### src/rtl/snn_spike_readout_master_pkg.sv
// Shared constants for the spike readout master: FSM state codes, counter saturation
// value, word address stride and the ack timeout limit.
package snn_readout_pkg;

    localparam logic [2:0] ST_IDLE = 3'd0;
    localparam logic [2:0] ST_REQ  = 3'd1;
    localparam logic [2:0] ST_ACC  = 3'd2;
    localparam logic [2:0] ST_SCAN = 3'd3;
    localparam logic [2:0] ST_RES  = 3'd4;

    localparam int         CNT_W_DEF     = 8;
    localparam logic [CNT_W_DEF-1:0] CNT_MAX = {CNT_W_DEF{1'b1}};
    localparam int         WORD_STRIDE   = 8;
    localparam logic [7:0] TIMEOUT_LIMIT = 8'd255;

endpackage

### src/rtl/snn_spike_counter_bank.sv
// Bank of per-neuron saturating spike counters: parallel increment, bulk clear,
// and one combinational read port used by the winner scan.
module snn_spike_counter_bank #(
    parameter int NUM_NEURONS = 64,
    parameter int CNT_W       = 8,
    parameter int IDX_W       = 6
) (
    input  logic                   wb_clk_i,
    input  logic                   wb_rst_i,
    input  logic                   clear,
    input  logic [NUM_NEURONS-1:0] inc,
    input  logic [IDX_W-1:0]       rd_idx,
    output logic [CNT_W-1:0]       rd_cnt
);

    localparam logic [CNT_W-1:0] SAT = {CNT_W{1'b1}};

    logic [CNT_W-1:0] cnt_reg [NUM_NEURONS];

    genvar gi;
    generate
        for (gi = 0; gi < NUM_NEURONS; gi++) begin : g_cnt
            always_ff @(posedge wb_clk_i or posedge wb_rst_i) begin
                if (wb_rst_i) begin
                    cnt_reg[gi] <= '0;
                end else if (clear) begin
                    cnt_reg[gi] <= '0;
                end else if (inc[gi] && (cnt_reg[gi] != SAT)) begin
                    cnt_reg[gi] <= cnt_reg[gi] + 1'b1;
                end
            end
        end
    endgenerate

    assign rd_cnt = cnt_reg[rd_idx];

endmodule

### src/rtl/snn_spike_readout_master.sv
// Wishbone initiator that reads the spike-output store each timestep, accumulates spikes
// per neuron and reports the argmax neuron after a sample. Option macro: SNN_RD_TIMEOUT_EN.
module snn_spike_readout_master
    import snn_readout_pkg::*;
#(
    parameter logic [31:0] BASE_ADDR   = 32'h3000_0000,
    parameter int          NUM_NEURONS = 64,
    parameter int          NUM_WORDS   = 2,
    parameter int          CNT_W       = 8,
    parameter int          IDX_W       = 6
) (
    input  logic             wb_clk_i,
    input  logic             wb_rst_i,
    input  logic             step_i,
    input  logic             last_i,
    input  logic             clear_i,
    output logic             wbm_cyc_o,
    output logic             wbm_stb_o,
    output logic             wbm_we_o,
    output logic [3:0]       wbm_sel_o,
    output logic [31:0]      wbm_adr_o,
    output logic [31:0]      wbm_dat_o,
    input  logic             wbm_ack_i,
    input  logic [31:0]      wbm_dat_i,
    output logic             busy_o,
    output logic             step_done_o,
    output logic             result_valid_o,
    output logic [IDX_W-1:0] winner_o,
    output logic [CNT_W-1:0] winner_cnt_o,
    output logic             err_o
);

    localparam int               WI_W      = (NUM_WORDS > 1) ? $clog2(NUM_WORDS) : 1;
    localparam logic [WI_W-1:0]  LAST_WORD = WI_W'(NUM_WORDS - 1);
    localparam logic [IDX_W-1:0] LAST_IDX  = IDX_W'(NUM_NEURONS - 1);

    logic [2:0]             state_reg;
    logic [WI_W-1:0]        word_idx_reg;
    logic                   last_reg;
    logic [31:0]            data_reg;
    logic [IDX_W-1:0]       scan_idx_reg;
    logic [IDX_W-1:0]       best_idx_reg;
    logic [CNT_W-1:0]       best_cnt_reg;
    logic [IDX_W-1:0]       winner_reg;
    logic [CNT_W-1:0]       winner_cnt_reg;
    logic                   step_done_reg;
    logic                   result_valid_reg;
    logic                   in_req;
    logic                   req_done;
    logic [31:0]            req_data;
    logic [NUM_NEURONS-1:0] inc_vec;
    logic                   bank_clear;
    logic [CNT_W-1:0]       rd_cnt;

    assign in_req = (state_reg == ST_REQ);

`ifdef SNN_RD_TIMEOUT_EN
    logic [7:0] to_cnt_reg;
    logic       err_reg;
    logic       timeout;

    // The 255th REQ cycle without an ack ends the read with zero data.
    assign timeout = in_req && !wbm_ack_i && (to_cnt_reg == TIMEOUT_LIMIT - 8'd1);

    always_ff @(posedge wb_clk_i or posedge wb_rst_i) begin
        if (wb_rst_i) begin
            to_cnt_reg <= '0;
            err_reg    <= 1'b0;
        end else begin
            if (in_req && !wbm_ack_i && !timeout) begin
                to_cnt_reg <= to_cnt_reg + 8'd1;
            end else begin
                to_cnt_reg <= '0;
            end
            if (timeout) begin
                err_reg <= 1'b1;
            end
        end
    end

    assign req_done = in_req && (wbm_ack_i || timeout);
    assign req_data = wbm_ack_i ? wbm_dat_i : 32'h0;
    assign err_o    = err_reg;
`else
    assign req_done = in_req && wbm_ack_i;
    assign req_data = wbm_dat_i;
    assign err_o    = 1'b0;
`endif

    always_ff @(posedge wb_clk_i or posedge wb_rst_i) begin
        if (wb_rst_i) begin
            state_reg        <= ST_IDLE;
            word_idx_reg     <= '0;
            last_reg         <= 1'b0;
            data_reg         <= '0;
            scan_idx_reg     <= '0;
            best_idx_reg     <= '0;
            best_cnt_reg     <= '0;
            winner_reg       <= '0;
            winner_cnt_reg   <= '0;
            step_done_reg    <= 1'b0;
            result_valid_reg <= 1'b0;
        end else begin
            step_done_reg    <= 1'b0;
            result_valid_reg <= 1'b0;
            case (state_reg)
                ST_IDLE: begin
                    if (!clear_i && step_i) begin
                        last_reg     <= last_i;
                        word_idx_reg <= '0;
                        state_reg    <= ST_REQ;
                    end
                end
                ST_REQ: begin
                    if (req_done) begin
                        data_reg  <= req_data;
                        state_reg <= ST_ACC;
                    end
                end
                ST_ACC: begin
                    if (word_idx_reg != LAST_WORD) begin
                        word_idx_reg <= word_idx_reg + 1'b1;
                        state_reg    <= ST_REQ;
                    end else begin
                        step_done_reg <= 1'b1;
                        scan_idx_reg  <= '0;
                        best_idx_reg  <= '0;
                        best_cnt_reg  <= '0;
                        state_reg     <= last_reg ? ST_SCAN : ST_IDLE;
                    end
                end
                ST_SCAN: begin
                    // Strict compare keeps the lowest index on ties.
                    if (rd_cnt > best_cnt_reg) begin
                        best_cnt_reg <= rd_cnt;
                        best_idx_reg <= scan_idx_reg;
                    end
                    scan_idx_reg <= scan_idx_reg + 1'b1;
                    if (scan_idx_reg == LAST_IDX) begin
                        state_reg <= ST_RES;
                    end
                end
                ST_RES: begin
                    winner_reg       <= best_idx_reg;
                    winner_cnt_reg   <= best_cnt_reg;
                    result_valid_reg <= 1'b1;
                    state_reg        <= ST_IDLE;
                end
                default: state_reg <= ST_IDLE;
            endcase
        end
    end

    genvar gi;
    generate
        for (gi = 0; gi < NUM_NEURONS; gi++) begin : g_inc
            assign inc_vec[gi] = (state_reg == ST_ACC)
                               && (word_idx_reg == WI_W'(gi / 32))
                               && data_reg[gi % 32];
        end
    endgenerate

    assign bank_clear = ((state_reg == ST_IDLE) && clear_i) || (state_reg == ST_RES);

    snn_spike_counter_bank #(
        .NUM_NEURONS (NUM_NEURONS),
        .CNT_W       (CNT_W),
        .IDX_W       (IDX_W)
    ) u_bank (
        .wb_clk_i (wb_clk_i),
        .wb_rst_i (wb_rst_i),
        .clear    (bank_clear),
        .inc      (inc_vec),
        .rd_idx   (scan_idx_reg),
        .rd_cnt   (rd_cnt)
    );

    assign wbm_cyc_o      = in_req;
    assign wbm_stb_o      = in_req;
    assign wbm_we_o       = 1'b0;
    assign wbm_sel_o      = 4'hF;
    assign wbm_dat_o      = 32'h0;
    assign wbm_adr_o      = in_req ? (BASE_ADDR + 32'(word_idx_reg) * 32'(WORD_STRIDE)) : 32'h0;
    assign busy_o         = (state_reg != ST_IDLE);
    assign step_done_o    = step_done_reg;
    assign result_valid_o = result_valid_reg;
    assign winner_o       = winner_reg;
    assign winner_cnt_o   = winner_cnt_reg;

endmodule

### config.mk
export PLATFORM = sky130hd
export DESIGN_NAME = snn_spike_readout_master
export DESIGN_NICKNAME = d
export VERILOG_FILES = /design/src/rtl/snn_spike_readout_master_pkg.sv /design/src/rtl/snn_spike_counter_bank.sv /design/src/rtl/snn_spike_readout_master.sv
export SDC_FILE = /design/constraint.sdc
export NUM_CORES = 2
export LEC_CHECK = 0
export CELL_PAD_IN_SITES_DETAIL_PLACEMENT = 2
export CELL_PAD_IN_SITES_GLOBAL_PLACEMENT = 2
export CORE_UTILIZATION = 37
export CTS_CLUSTER_SIZE = 40
export DETAILED_ROUTE_END_ITERATION = 16
export MAX_ROUTING_LAYER = met4
export PLACE_DENSITY = 0.78
export SYNTH_ARGS = -nofsm -noshare
export SYNTH_HDL_FRONTEND = slang
export SYNTH_SLANG_ARGS = --single-unit
### constraint.sdc
create_clock -name wb_clk_i -period 23.8 [get_ports wb_clk_i]
set_input_delay 7.14 -clock wb_clk_i [delete_from_list [all_inputs] [get_ports wb_clk_i]]
set_output_delay 7.14 -clock wb_clk_i [all_outputs]
set_load 0.05 [all_outputs]
==> impl_metrics.csv <==
group,metric,value,unit
synthesis,ys_seq_area_share,45.0,%
layout,finalNetCount,3362,
layout,final_common_cell,"dfrtp_1",
layout,drive_gt1_share,8.54,%
sta,max_clock_freq,102,MHz
sta,drv_slew,0,
route,wirelength,102000,microns
clocking,cts.sinks,585,
sta,finalCritPeriodShare,41.1,%
status,outcome,"finished, final reports clean",
sta,worstMarginPinSlew,1.21,ns
grt,antenna_found_initial,1,
worst_setup_path,critPathKind,"reg2out",
layout,area_growth,12.0,%
route,drt_iter0_drc,1166,
layout,register_area,0.0146,sq mm
sta,min_period,9.78,ns
layout,final.fill_count,9076,
synthesis,ys_warn_count,0,
worst_hold_path,hp-class,"reg2reg",
clocking,htree_levels,3,
clocking,root_buffer,"clkbuf_16",
clocking,holdBufCountCts,0,
synthesis,synth_edf_count,0,
layout,most-common-layout-cells,"dfrtp_1, nor2_1, nand2_1, xor2_1, mux2i_1",
grt,grt.total_usage,23.7,%
power,seq_power_share,37.9,%
die,start_util,37.4,%
sta,layout_setup_ws,14.02,ns
layout,layout.cells.non_filler,4460,
placed_design,place_inst,4332,
synthesis,synthCells,3233,
power,vdd_drop_max,0.0000926,V
clocking,clk_pin_slew_worst_paths,0.05,ns
power,switching_share,37.0,%
die,dieArea,0.0890,sq mm
job,max_cap_violations,0,
route,viasPerCell,5.58,
sta,hold_violations,0,
die,row_count,108,
sta,final.setup.tns,0,ns
synthesis,ys_ff_latch,585,
worst_setup_path,critPathCaptureType,"output port",
power,power,3360,uW
clocking,ctsResizeCount,0,
power,power_density,92.3,mW/mm^2
power,p_leak,0.0156,uW
route,first_pass_iters,5,
placed_design,gp_congestion,0.856,
clocking,cts.path.max_buffers,3,
power,power_frac_comb,28.0,%
clocking,numCtsBuffers,72,
die,core-area,0.0869,sq mm
synthesis,synth-main-ff-cell,"dfrtp_1",
grt,grt_pass1_wl,163000,microns
die,die_y,298,microns
grt,gr-total-overflow,0,
clocking,cts_tree,"built",
sta,max_slew_margin,19.1,%
grt,grt_pass1_vias,27800,
power,power.internal,2120,uW
worst_setup_path,crit_required,16.66,ns
sta,finalClockSkew,0.0364,ns
synthesis,avgSynthCellArea,10.1,sq um
grt,grt_max_degree,230,
synthesis,async_flop_share,100,%
placed_design,dp_hpwl,71200,microns
route,drt-wirelength-per-cell,22.9,microns
layout,multi_input_comb_area,0.0168,sq mm
worst_setup_path,arrival,2.64,ns
layout,largest_register_ffs,512,
worst_setup_path,cp_max_fo,8,
route,drc_errors,0,
route,routed-via-count,24900,
power,netSwitchingPower,1240,uW
clocking,insertion_delay,0.64,ns
synthesis,synth_area,0.0325,sq mm
worst_setup_path,startpoint_type,"flip-flop",
route,ant_nets,0,
clocking,post-cts-setup-buffers,0,
die,io_pins,127,
placed_design,dp_slack,13.64,ns
die,die_x,298,microns
sta,setup-violations-final,0,
sta,rsz0062_at_grt,"no",
placed_design,numPortBuffers,59,
power,power_frac_clock,34.1,%
synthesis,synth.distinct_cells,52,
-- kinds of logic (layout without fill, tap and decap cells) --
logic type | count (synthesis) | in the layout | share of synthesized area (%)
simple gates | 1268 | 1268 | 17.8
other cells | 2 | 68 | 0.0231
mux | 294 | 294 | 11.7
flops | 585 | 585 | 45.0
buf+inv | 263 | 269 | 4.07
compound gates | 352 | 352 | 7.94
xor+xnor | 396 | 396 | 10.7
fa+ha+maj | 73 | 73 | 2.81
-- synth_stat cells, types with 12 or more instances --
master      n  share of area [%]
a21oi_1    71                1.1
nand2_1   254                2.9
inv_1      60               0.69
nand4_1    99                1.9
ha_1       73                2.8
mux2i_1   194                6.0
o211a_1    17               0.52
nand3_1   156                2.4
or3_1      53                1.0
xnor2_1   150                4.0
and3_1     81                1.6
xor2_1    246                6.6
buf_4      72                1.7
mux2_2     36                1.2
nor2_2     20               0.38
mux4_2     64                4.4
a311oi_4   12               0.97
nor3_1     43               0.66
clkbuf_1   87                1.0
nor2_1    523                6.0
buf_2      36               0.55
dfrtp_1   585                 45
a22oi_1    89                2.1
o311a_1    15               0.46
o21ai_0    85                1.3
o211ai_1   22               0.51
-- metal layers --
metal	global-route usage, %	part of all wire [%]	routed length [microns]	up-vias
li1	-	-	-	11200
met3	2.84	2.8	2860	179
met1	29.4	44	44700	13100
met5	-	0	0	-
met4	6.54	2.5	2590	0
met2	40.8	51	52100	382
-- area by class of cell --
cell class | count | area share [%]
multi-input cells | 2450 | 46.2
well taps | 1155 | 3.97
inverters | 60 | 0.639
diodes | 1 | 0.00687
clock inverters | 18 | 0.749
clock buffers | 109 | 5.95
flip-flops and latches | 585 | 40.2
repair buffers | 82 | 2.23
-- power groups by stage --
stage | clock [uW] | combinational (uW) | sequential (uW)
5_1_grt | 1210 | 1020 | 1290
3_3_place_gp | 0 | 891 | 1280
3_5_place_dp | 0 | 946 | 1290
6_report | 1150 | 942 | 1270
2_1_floorplan | 0 | 672 | 1240
4_1_cts | 1170 | 955 | 1280
-- critical path, stage by stage (launching register included) --
cell and delay, ns:
dfrtp_1 0.51, inv_1 0.19, and3_1 0.33, and2_1 0.19
clkdlybuf4s50_1 0.80
-- worst paths after layout --
path | cells past startpoint | startpoint | slack, ns | endpoint
min reg2reg | 2 | best_idx_reg[5] | 0.49 | best_idx_reg[5]
min in group asynchronous | 2 | wb_rst_i | 7.01 | u_bank.cnt_reg[22]
min | 2 | best_idx_reg[5] | 0.49 | best_idx_reg[5]
max | 4 | state_reg[2] | 14.02 | wbm_adr_o[3]
max reg2reg | 16 | scan_idx_reg[2] | 17.03 | best_cnt_reg[5]
max in group asynchronous | 4 | wb_rst_i | 14.34 | u_bank.cnt_reg[230]
-- metrics by stage --
stage | utilization (%) | area [sq um] | hold slack, ns
5_1_grt | 41.9 | 36400 | 0.515
4_1_cts | 41.9 | 36400 | 0.499
2_1_floorplan | - | 32700 | 0.444
3_5_place_dp | 39.1 | 34000 | 0.486
3_3_place_gp | 39.1 | 34000 | 0.460
6_report | 41.9 | 36400 | 0.488
(Power assumes the default switching activity.)
